<file path="config.mk">
export PLATFORM = sky130hd
export DESIGN_NAME = signal_safety_monitor
export DESIGN_NICKNAME = d
export VERILOG_FILES = /design/src/rtl/signal_safety_monitor.sv
export SDC_FILE = /design/constraint.sdc
export NUM_CORES = 1
export LEC_CHECK = 0
export CELL_PAD_IN_SITES_DETAIL_PLACEMENT = 1
export CELL_PAD_IN_SITES_GLOBAL_PLACEMENT = 1
export CORE_MARGIN = 10
export CORE_UTILIZATION = 42
export DETAILED_ROUTE_END_ITERATION = 10
export PLACE_DENSITY = 0.89
export SETUP_SLACK_MARGIN = 0.4
export SYNTH_ARGS = -nofsm -noshare
export SYNTH_HDL_FRONTEND = slang
export SYNTH_SLANG_ARGS = --single-unit
</file>
<file path="constraint.sdc">
create_clock -name clk -period 2.83 [get_ports clk]
set_input_delay 0.4245 -clock clk [delete_from_list [all_inputs] [get_ports clk]]
set_output_delay 0.4245 -clock clk [all_outputs]
set_load 0.03 [all_outputs]
</file>
<file path="src/rtl/signal_safety_monitor.sv">
// signal_safety_monitor
//   Sits between the two-path intersection controller and the lamp drivers.
//   Every clk it checks the requested car/walk codes for path 0 (N/S) and
//   path 1 (E/W) for conflicting permissive indications and illegal codes.
//   In NORMAL, a clean sample is shown on the lamps one clk later. A
//   violating sample freezes the lamps. FILTER_CYC consecutive violations
//   latch FAULT, which shows flashing red and steady don't-walk. FAULT is
//   left only after FILTER_CYC clean samples plus an operator clear.
// Ports
//   clk, rstn                clock, synchronous active-low reset
//   car_in_0/1   [3:0]       {red, yellow, left arrow, green} request
//   walk_in_0/1  [1:0]       {walk, don't-walk} request
//   fault_clr                level request to leave FAULT
//   lamp_car_0/1 [3:0]       registered car lamp drive
//   lamp_walk_0/1[1:0]       registered walk lamp drive
//   fault                    high while in FAULT
//   fault_code   [2:0]       cause of current/last fault: 1 car/car,
//                            2 walk0/car1, 3 walk1/car0, 4 illegal code
//   fault_cnt    [7:0]       FAULT entries since reset, saturating
module signal_safety_monitor #(
  parameter int FILTER_CYC = 4,
  parameter int FLASH_HALF = 50_000_000
) (
  input  logic       clk,
  input  logic       rstn,
  input  logic [3:0] car_in_0,
  input  logic [3:0] car_in_1,
  input  logic [1:0] walk_in_0,
  input  logic [1:0] walk_in_1,
  input  logic       fault_clr,
  output logic [3:0] lamp_car_0,
  output logic [3:0] lamp_car_1,
  output logic [1:0] lamp_walk_0,
  output logic [1:0] lamp_walk_1,
  output logic       fault,
  output logic [2:0] fault_code,
  output logic [7:0] fault_cnt
);

  localparam int FW = $clog2(FILTER_CYC + 1);
  localparam int HW = (FLASH_HALF > 1) ? $clog2(FLASH_HALF) : 1;
  localparam logic [FW-1:0] FILT_MAX   = FW'(FILTER_CYC);
  localparam logic [FW-1:0] FILT_LAST  = FW'(FILTER_CYC - 1);
  localparam logic [HW-1:0] FLASH_LAST = HW'(FLASH_HALF - 1);
  localparam logic [3:0]    CAR_RED    = 4'b1000;
  localparam logic [1:0]    WALK_DONT  = 2'b01;

  typedef enum logic {NORMAL, FAULT} state_t;

  state_t        state, state_nxt;
  logic [FW-1:0] filt_cnt, clean_cnt;
  logic [HW-1:0] flash_cnt;
  logic          phase;
  logic [2:0]    cap_cause;

  logic       go0, go1, illegal, viol;
  logic [2:0] cause;
  logic       enter, leave;
  logic       flash_wrap, phase_nxt;
  logic [3:0] map_car_0, map_car_1;
  logic [1:0] map_walk_0, map_walk_1;

  // One-hot or all-zero: clearing the lowest set bit leaves nothing.
  function automatic logic ok4(input logic [3:0] v);
    return (v & (v - 4'd1)) == 4'd0;
  endfunction

  function automatic logic ok2(input logic [1:0] v);
    return v != 2'b11;
  endfunction

  // Violation classification; evaluated lowest-priority first so the lowest
  // code wins when several causes hold at once.
  always_comb begin
    go0     = car_in_0[2:0] != 3'd0;
    go1     = car_in_1[2:0] != 3'd0;
    illegal = !ok4(car_in_0) || !ok4(car_in_1) || !ok2(walk_in_0) || !ok2(walk_in_1);
    cause   = 3'd0;
    if (illegal)             cause = 3'd4;
    if (walk_in_1[1] && go0) cause = 3'd3;
    if (walk_in_0[1] && go1) cause = 3'd2;
    if (go0 && go1)          cause = 3'd1;
    viol = cause != 3'd0;
  end

  // Idle codes are displayed as red / don't-walk.
  always_comb begin
    map_car_0  = (car_in_0  == 4'd0) ? CAR_RED   : car_in_0;
    map_car_1  = (car_in_1  == 4'd0) ? CAR_RED   : car_in_1;
    map_walk_0 = (walk_in_0 == 2'd0) ? WALK_DONT : walk_in_0;
    map_walk_1 = (walk_in_1 == 2'd0) ? WALK_DONT : walk_in_1;
  end

  always_comb begin
    flash_wrap = flash_cnt == FLASH_LAST;
    phase_nxt  = phase ^ flash_wrap;
  end

  always_ff @(posedge clk) begin
    if (!rstn) state <= NORMAL;
    else       state <= state_nxt;
  end

  always_comb begin
    state_nxt = state;
    enter     = 1'b0;
    leave     = 1'b0;
    case (state)
      NORMAL: if (viol && filt_cnt == FILT_LAST) begin
        state_nxt = FAULT;
        enter     = 1'b1;
      end
      FAULT: if (fault_clr && clean_cnt == FILT_MAX) begin
        state_nxt = NORMAL;
        leave     = 1'b1;
      end
      default: state_nxt = NORMAL;
    endcase
  end

  always_ff @(posedge clk) begin
    if (!rstn) begin
      lamp_car_0  <= CAR_RED;
      lamp_car_1  <= CAR_RED;
      lamp_walk_0 <= WALK_DONT;
      lamp_walk_1 <= WALK_DONT;
      fault       <= 1'b0;
      fault_code  <= 3'd0;
      fault_cnt   <= 8'd0;
      filt_cnt    <= '0;
      clean_cnt   <= '0;
      flash_cnt   <= '0;
      phase       <= 1'b0;
      cap_cause   <= 3'd0;
    end else if (state == NORMAL) begin
      if (!viol) begin
        lamp_car_0  <= map_car_0;
        lamp_car_1  <= map_car_1;
        lamp_walk_0 <= map_walk_0;
        lamp_walk_1 <= map_walk_1;
        filt_cnt    <= '0;
      end else if (enter) begin
        fault       <= 1'b1;
        // With FILTER_CYC=1 the run start is this very sample.
        fault_code  <= (filt_cnt == '0) ? cause : cap_cause;
        if (fault_cnt != 8'hFF) fault_cnt <= fault_cnt + 8'd1;
        flash_cnt   <= '0;
        phase       <= 1'b1;
        lamp_car_0  <= CAR_RED;
        lamp_car_1  <= CAR_RED;
        lamp_walk_0 <= WALK_DONT;
        lamp_walk_1 <= WALK_DONT;
        filt_cnt    <= '0;
        clean_cnt   <= '0;
      end else begin
        // Lamps hold: never pass a conflicting request through.
        filt_cnt <= filt_cnt + FW'(1);
        if (filt_cnt == '0) cap_cause <= cause;
      end
    end else begin
      if (leave) begin
        fault      <= 1'b0;
        fault_code <= 3'd0;
        filt_cnt   <= '0;
        clean_cnt  <= '0;
        // The clean run refers to earlier samples; this one may still be bad.
        lamp_car_0  <= viol ? CAR_RED   : map_car_0;
        lamp_car_1  <= viol ? CAR_RED   : map_car_1;
        lamp_walk_0 <= viol ? WALK_DONT : map_walk_0;
        lamp_walk_1 <= viol ? WALK_DONT : map_walk_1;
      end else begin
        flash_cnt   <= flash_wrap ? '0 : flash_cnt + HW'(1);
        phase       <= phase_nxt;
        lamp_car_0  <= {phase_nxt, 3'b000};
        lamp_car_1  <= {phase_nxt, 3'b000};
        lamp_walk_0 <= WALK_DONT;
        lamp_walk_1 <= WALK_DONT;
        if (viol)                       clean_cnt <= '0;
        else if (clean_cnt != FILT_MAX) clean_cnt <= clean_cnt + FW'(1);
      end
    end
  end

endmodule

</file>
# Word-level counts from Yosys, hierarchy flattened
# Cells that the tools add are included.
dict set report totals {
  out_inout_bits 24
  in_bits 15
  wordCells 121
  register_bits 61
}
dict set report classes {
  bitwise_logic 5
  n_reduce_logical 30
  n_eq_ne 10
  addsub 6
  mux 57
}
# operator count
set ops {}
lappend ops {{26-bit 2-to-1 mux} 5}
lappend ops {{3-bit 2-to-1 mux} 18}
lappend ops {{4-bit 2-to-1 mux} 11}
lappend ops {{26-bit by 1-bit adder with 26-bit output (second input constant)} 1}
lappend ops {{26-bit == test (second input constant)} 1}
lappend ops {{2-bit 2-to-1 mux} 11}
lappend ops {{4-bit zero test} 4}
lappend ops {{3-bit AND reduction} 4}
lappend ops {{3-bit nonzero test} 4}
lappend ops {{1-bit 2-to-1 mux} 11}
lappend ops {{8-bit by 1-bit adder with 8-bit output (second input constant)} 1}
lappend ops {{4-bit AND} 2}
lappend ops {{8-bit != test (second input constant)} 1}
lappend ops {{4-bit by 1-bit subtractor with 4-bit output (second input constant)} 2}
lappend ops {{3-bit by 1-bit adder with 3-bit output (second input constant)} 2}
lappend ops {{2-bit != test (second input constant)} 3}
lappend ops {{1-bit logical AND} 5}
lappend ops {{1-bit zero test} 4}
lappend ops {{2-bit zero test} 2}
lappend ops {{4-bit AND reduction} 1}
lappend ops {{2-bit nonzero test} 2}
lappend ops {{3-bit by 2-bit == test with 1-bit output (second input constant)} 1}
lappend ops {{3-bit == test (second input constant)} 1}
lappend ops {{3-bit zero test} 1}
lappend ops {{other kinds (7)} 10}

# Depth between registers and ports, before layout
# Gate-level depths: netlist of the first run.
dict set report logic_depth {
  depth_word 18
  ltp_mapped 9
  depth_no_buf 7
}

# Worst setup path before layout of the first run
# No wires, ideal clock.
dict set report synth_timing {
  kind {register -> register}
  start {register filt_cnt[1]}
  end {register flash_cnt[25]}
  path_stages_with_launch 9
  arrival_ns 2.152
  period_less_slack_ns 2.224
  setup_time_ns 0.072
  t_required_ns 2.758
  setup_slack_ns 0.606
  cell_sequence {dfxtp_1 -> ha_1 -> ha_1 -> clkbuf_1 -> o211ai_1 -> nor4_1 -> nand3_1 -> or4_1 -> a21oi_1}
}
dict set report synth_via {
  elab_chain_len 6
}
# element line
set synth_lines {}
lappend synth_lines {{start, declared} 51} ;# logic [FW-1:0] filt_cnt, clean_cnt;
lappend synth_lines {{start signal, assigned} 157} ;# filt_cnt <= filt_cnt + FW'(1);
lappend synth_lines {{3-bit by 2-bit == test with 1-bit output} 109} ;# NORMAL: if (viol && filt_cnt == FILT_LAST) begin
lappend synth_lines {{1-bit logical AND} 109}
lappend synth_lines {{1-bit 2-to-1 mux} 109}
lappend synth_lines {{1-bit 2-to-1 mux} 108} ;# case (state)
lappend synth_lines {{2-bit nonzero test (no source line)} -}
lappend synth_lines {{3-bit AND reduction (no source line)} -}
lappend synth_lines {{end signal, assigned} 172} ;# flash_cnt <= flash_wrap ? '0 : flash_cnt + HW'(1);
lappend synth_lines {{end, declared} 52} ;# logic [HW-1:0] flash_cnt;
# No other way between the ends.
# A chain may end at the register's enable or synchronous reset.

# Worst setup path in the final report of the first run
dict set report layout_timing {
  start {register filt_cnt[0]}
  end {register cap_cause[0]}
}
dict set report layout_via {
  elab_chain_len 6
  word_cells_on_any_way 8
}
# element line
set layout_lines {}
lappend layout_lines {{3-bit by 2-bit == test with 1-bit output} 109}
lappend layout_lines {{1-bit logical AND} 109}
lappend layout_lines {{1-bit 2-to-1 mux} 109}
lappend layout_lines {{1-bit 2-to-1 mux} 108}
lappend layout_lines {{1-bit NOT (no source line)} -}
lappend layout_lines {{3-bit AND reduction (no source line)} -}
lappend layout_lines {{end signal, assigned} 158} ;# if (filt_cnt == '0) cap_cause <= cause;
lappend layout_lines {{end, declared} 54} ;# logic [2:0] cap_cause;
# Parallel ways exist; a longest one is shown, timed or not.

==> flow_metrics.tcl, run 1 <==
set metrics [dict create \
    ctsHoldBuffers 0 \
    synth_seq_area_share_pct 38.6 \
    min_from "fault" \
    synth_edf_count 0 \
    reg2reg_to "cap_cause[0]" \
    syn_area_per_cell_um2 8.33 \
    root_buffer "clkbuf_8" \
    synthArstFlopShare_pct 0 \
    crit_required_ns 3.09 \
    postLayoutCellArea_um2 4050 \
    placed_cells 513 \
    p_total_mw 2.33 \
    ctsLongestPathBuffers 2 \
    worst_r2r_startpoint "filt_cnt[0]" \
    antenna_cells 0 \
    numCtsBuffers 9 \
    fin_ws_ns 0.390 \
    start_util_pct 43.4 \
    coreArea_um2 7290 \
    cellPowerDensity_nw_per_um2 575 \
    die_y_um 107 \
    drt-initial-drc-count 157 \
    yosysUniqueCellTypes 47 \
    place.port_buffers 38 \
    vias 3383 \
    cap_violations 0 \
    ys_warn_count 0 \
    dp_slack_ns 0.122 \
    clkTransAtPathRegs_ns 0.08 \
    htreeDepth 3 \
    worst_pin_slew_ns 0.609 \
    die_x_um 107 \
    nNetsFinal 452 \
    synth_area_um2 3170 \
    cp_slowest_stage_delay_ns 0.41 \
    whs_endpoint "fault" \
    setup_violations 0 \
    leakage_nw 1.34 \
    gp_congestion 0.802 \
    syn_to_final_growth_pct 28.0 \
    die-area_um2 11400 \
    worstHoldPathCells 2 \
    dp_hpwl_mm 6.74 \
    cts_tree "done" \
    drv_slew 0 \
    drtAntennaViolNets 0 \
    reg2reg_setup_slack_ns 0.39 \
    grt-ovfl-total 0 \
    relSlewSlack_pct 58.9 \
    worst_hold_slack_ns 0.478 \
    hold_viol 0 \
    placed_cell_area_um2 3720 \
    track_usage_pct 17.5 \
    final_cells 534 \
    clkSinkCount 61 \
    drive_gt1_share_pct 13.8 \
    end_kind "flop" \
    status "completed" \
    period_minus_slack_ns 2.44 \
    finalCritPeriodShare_pct 86.2 \
    worst_setup_path_start_kind "flop" \
    vias_per_cell 6.34 \
    r2r_cells 9 \
    critical_path_class "reg -> reg" \
    drt-total-wl_mm 10.8 \
    antenna_found_initial 0 \
    syn_nets 402 \
    cp_cell_sequence "ha_1, ha_1, buf_4, nor2_2, inv_1, a41oi_1, buf_4, nor2_1, a211oi_1" \
    wl_per_cell_um 20.2 \
    synthFlopType "dfxtp_1" \
    grt_pass1_vias 3428 \
    rows 31 \
    synth_seq_cells 61 \
    dr.pass1.iters 4 \
    critical_path.slowest_cell "a41oi_1" \
    ios 39 \
    hp-class "reg -> reg" \
    route.detailed.drc 0 \
    grt_max_degree 54 \
    grt_pass1_wl_mm 16.5 \
    fin_tns_setup_ns 0 \
    cp_max_fo 8 \
    grt_setup_unrepaired "true" \
    worstPathArrival_ns 2.70 \
    vdd_ir_drop_max_uv 535 \
    clkLatencyLatePin_ns 0.36 \
    clock.fmax_mhz 410 \
    fin_skew_ns 0.0103 \
    fin_util_pct 55.6 \
    syn-instance-count 380 \
]
## registers in the layout, summed over array words and instances (netlist names)
register	count
phase	1
filt_cnt	3
clean_cnt	3
fault_code	3
lamp_car_1	4
state	1
lamp_walk_1	2
fault	1
fault_cnt	8
lamp_walk_0	2
lamp_car_0	4
flash_cnt	26
cap_cause	3
## power breakdown
part           switching (mW)  total (mW)  leakage, nW  internal (mW)
sequential             0.0520       0.965        0.493          0.913
combinational           0.342       0.532        0.749          0.190
clock                   0.414       0.832        0.101          0.419
total                   0.807        2.33         1.34           1.52
## metal layers
layer | wire length [µm] | global-route usage [%] | vias up
li1 | - | - | 1569
met3 | 603 | 4.73 | 32
met4 | 316 | 6.96 | 0
met5 | 0 | 0 | -
met2 | 5460 | 30.5 | 119
met1 | 4410 | 19.7 | 1663
## worst max-delay path: cells and delay by family (launching register included)
kind                     cells  cell delay, ns
buffers and inverters        3            0.57
AND/OR/NAND/NOR              2            0.34
flip-flops                   1            0.33
adder cells (fa/ha/maj)      2            0.43
AO/OA/AOI/OAI                2            0.67
## logic make-up after synthesis
| kind of cell | count (synthesis) | share of synthesized area (%) |
|---|---|---|
| muxes | 6 | 1.94 |
| buffers and inverters | 34 | 4.78 |
| DFF | 61 | 38.6 |
| adders and majority gates | 7 | 2.77 |
| and+or+nand+nor | 157 | 28.7 |
| AOI/OAI and AO/OA | 115 | 23.2 |
## layout make-up
type,count,area (µm²)
Tap cell,99,124
Fill cell,883,3240
Clock buffer,9,124
Timing Repair Buffer,62,612
Multi-Input combinational cell,285,1850
Inverter,11,41.3
Clock inverter,7,81.3
Sequential cell,61,1220
## synth_stat cells, types with 3 or more instances
master,n,share of area (%)
a211oi_1,3,0.71
a21oi_1,40,6.3
a22oi_1,4,0.95
a32oi_1,8,2.2
a41oi_1,3,0.83
and2_1,4,0.79
and3_1,7,1.4
and4_1,3,0.83
buf_2,7,1.1
clkbuf_1,14,1.7
dfxtp_1,61,39
ha_1,7,2.8
inv_1,10,1.2
mux2i_1,5,1.6
nand2_1,32,3.8
nand3_1,20,3.2
nand4_1,17,3.4
nor2_1,23,2.7
nor3_1,3,0.47
nor4_2,3,1.2
o21ai_0,20,3.2
o21ai_1,6,0.95
o31ai_1,16,3.8
or3_1,18,3.6
or4_1,15,3.6
## worst max-delay path by stage
stage / start / cells past startpoint / slack, ns / to
6_report: filt_cnt[0] / 9 / 0.39 / cap_cause[0]
5_1_grt: filt_cnt[0] / 9 / 0.29 / cap_cause[0]
4_1_cts: filt_cnt[0] / 9 / 0.40 / cap_cause[2]
3_5_place_dp: car_in_0[1] / 7 / 0.12 / flash_cnt[6]
3_3_place_gp: car_in_0[1] / 7 / 0.21 / flash_cnt[6]
2_1_floorplan: filt_cnt[1] / 8 / 0.61 / flash_cnt[25]
## cells in the final DEF, fill, tap and decap left out, types with 3 or more instances in the layout
cell             instances
or4_1                   14
nor2_1                  22
nand3_1                 19
nor4_4                   4
mux2i_1                  5
o21ai_1                  7
inv_6                    3
nor3_1                   3
clkdlybuf4s50_1         38
o21ai_0                 19
buf_4                   20
a211oi_1                 3
nand2_1                 32
and3_1                   7
clkbuf_8                 9
o31ai_1                 16
and4_1                   3
nand4_1                 17
dfxtp_1                 61
and2_1                   4
a32oi_1                  8
ha_1                     7
or3_1                   16
a21oi_1                 40
inv_1                   10
a41oi_1                  3
## timing repair
item	4_1_cts	5_1_grt
gates cloned	0	2
setup buffers	0	3
pin swaps	0	5
setup endpoints to repair	1	42
resized for setup	1	11
Note: power is estimated with default switching activity, not from simulation.
==> inputs of run 2 (changes only) <==
--- a/config.mk
+++ b/config.mk
@@ -7,10 +7,12 @@
 export LEC_CHECK = 0
 export CELL_PAD_IN_SITES_DETAIL_PLACEMENT = 1
 export CELL_PAD_IN_SITES_GLOBAL_PLACEMENT = 1
+export CORE_ASPECT_RATIO = 0.7
 export CORE_MARGIN = 10
-export CORE_UTILIZATION = 42
+export CORE_UTILIZATION = 43
+export CTS_BUF_LIST = sky130_fd_sc_hd__clkbuf_8
 export DETAILED_ROUTE_END_ITERATION = 10
-export PLACE_DENSITY = 0.89
+export PLACE_DENSITY = 0.91
 export SETUP_SLACK_MARGIN = 0.4
 export SYNTH_ARGS = -nofsm -noshare
 export SYNTH_HDL_FRONTEND = slang
==> run 2 against run 1 <==
Critical endpoint is now flash_cnt[7]; power fell by 2.9%; sequential share of layout area is 0.84 points higher; setup slack improved by 0.050 ns; wire length decreased by 2.5%; die area shrank 1.4%; clock power is 5.9% lower; count of clock-buffer cells in the layout up 1; critical path type is now in -> reg; final area fell by 2.7%.
==> flow_metrics.tcl, run 2 (synthesis results as in run 1) <==
set metrics [dict create \
    numCtsBuffers 9 \
    place.port_buffers 38 \
    clkLatencyLatePin_ns 0.36 \
    drtAntennaViolNets 0 \
    grt_pass1_vias 3331 \
    final_cells 525 \
    mostFrequentLayoutCell "dfxtp_1" \
    worst_r2r_startpoint "filt_cnt[1]" \
    cp_max_fo 53 \
    ctsHoldBuffers 0 \
    cp_cell_sequence "clkdlybuf4s50_1, or4_4, a221o_1, nor4_4, buf_12, o31ai_1, a21oi_1" \
    placed_cells 509 \
    crit_required_ns 3.10 \
    critical_path.slowest_cell "or4_4" \
    end_kind "flop" \
    dp_slack_ns 0.0673 \
    fin_ws_ns 0.441 \
    htreeDepth 3 \
    finalCritPeriodShare_pct 84.4 \
    largest-register "flash_cnt" \
    die-area_um2 11300 \
    final_cell_mix "dfxtp_1, a21oi_1, clkdlybuf4s50_1" \
    vdd_ir_drop_max_uv 317 \
    leakage_nw 1.30 \
    clock.fmax_mhz 419 \
    start_util_pct 43.8 \
    drt-initial-drc-count 209 \
    critical_path_class "in -> reg" \
    die_y_um 91.8 \
    reg2reg_to "flash_cnt[25]" \
    vias_per_cell 6.17 \
    status "completed" \
    crit_family "simple AND/OR/NAND/NOR gates" \
    antenna_found_initial 0 \
    period_minus_slack_ns 2.39 \
    whs_endpoint "fault" \
    clkTransAtPathRegs_ns 0.07 \
    rows 26 \
    route.detailed.drc 0 \
    root_buffer "clkbuf_8" \
    r2r_cells 7 \
    grt_max_degree 54 \
    fin_skew_ns 0.00901 \
    grt_pass1_wl_mm 17.5 \
    syn_to_final_growth_pct 24.5 \
    hp-class "reg -> reg" \
    worst_pin_slew_ns 0.577 \
    cts_resized 2 \
    fin_util_pct 54.6 \
    coreArea_um2 7220 \
    cap_violations 0 \
    hold_viol 0 \
    fin_tns_setup_ns 0 \
    vias 3238 \
    worstPathArrival_ns 2.66 \
    critPathBufInv 2 \
    grt_setup_unrepaired "true" \
    cellPowerDensity_nw_per_um2 574 \
    reg2reg_setup_slack_ns 0.51 \
    drv_slew 0 \
    drt-total-wl_mm 10.5 \
    ctsLongestPathBuffers 2 \
    dr.pass1.iters 4 \
    worst_setup_path_start_kind "primary input" \
    track_usage_pct 19.3 \
    clkSinkCount 61 \
    dp_hpwl_mm 7.32 \
    relSlewSlack_pct 61.4 \
    fillCellCount 869 \
    nNetsFinal 444 \
    min_from "fault" \
    cts_tree "done" \
    post-cts-setup-buffer-count 0 \
    antenna_cells 0 \
    worstHoldPathCells 2 \
    largest_reg_flops 26 \
    wl_per_cell_um 20.0 \
    cp_slowest_stage_delay_ns 0.58 \
    worstSetupPathDepth 7 \
    setup_violations 0 \
    grt-ovfl-total 0 \
    gp_congestion 0.893 \
    drive_gt1_share_pct 12.2 \
    ios 39 \
    die_x_um 123 \
    reg.largest.list "flash_cnt (26), fault_cnt (8)" \
]
## run 2: changes by cell type in the layout (fill, tap and decap cells not counted), moves of 2 or more
cell | before | now
nand2_1 | 32 | 30
clkinv_2 | 0 | 2
clkinv_4 | 2 | 0
nand2_2 | 0 | 2
buf_4 | 20 | 14
inv_1 | 10 | 12
clkbuf_16 | 2 | 0
inv_6 | 3 | 0
## run 2: report_power, final
| part | total, mW | switching, mW | internal [mW] |
|---|---|---|---|
| registers | 0.957 | 0.0435 | 0.914 |
| clock network | 0.783 | 0.362 | 0.421 |
| logic | 0.522 | 0.338 | 0.184 |
## run 2: how the worst max path moves through the flow
stage | start | endpoint | slack, ns
4_1_cts | filt_cnt[1] | flash_cnt[25] | 0.43
3_3_place_gp | car_in_0[1] | flash_cnt[6] | 0.16
5_1_grt | filt_cnt[1] | flash_cnt[25] | 0.33
3_5_place_dp | car_in_0[1] | flash_cnt[6] | 0.07
6_report | car_in_0[1] | flash_cnt[7] | 0.44
2_1_floorplan | filt_cnt[1] | flash_cnt[25] | 0.61
## run 2: per-layer routing
layer	share of wire [%]	GRT usage [%]	vias up
met4	1.4	5.68	0
met3	5.3	6.12	15
met2	47	30.3	63
met1	46	24.7	1620
li1	-	-	1540
met5	0	0	-
## run 2: metrics by stage
stage	hold slack (ns)	power, mW	area, µm²
after global placement	0.447	1.44	3690
after floorplan	0.436	1.28	3170
after global routing	0.498	2.38	3940
final	0.468	2.26	3940
after detailed placement	0.461	1.46	3690
after CTS	0.472	2.25	3890
## run 2: area by class of cell
class | instances | area (µm²) | area share [%]
repair buffers | 54 | 517 | 13.1
inverters | 11 | 41.3 | 1.05
flip-flops and latches | 61 | 1220 | 31.0
well taps | 98 | 123 | 3.11
clock buffers | 10 | 138 | 3.49
clock inverters | 6 | 55.1 | 1.40
multi-input cells | 285 | 1850 | 46.9
## run 2: tightest hold or removal path, stage by stage (launching register included)
cell	delay [ns]
dfxtp_1	0.32
nand2_1	0.05
a21oi_1	0.05
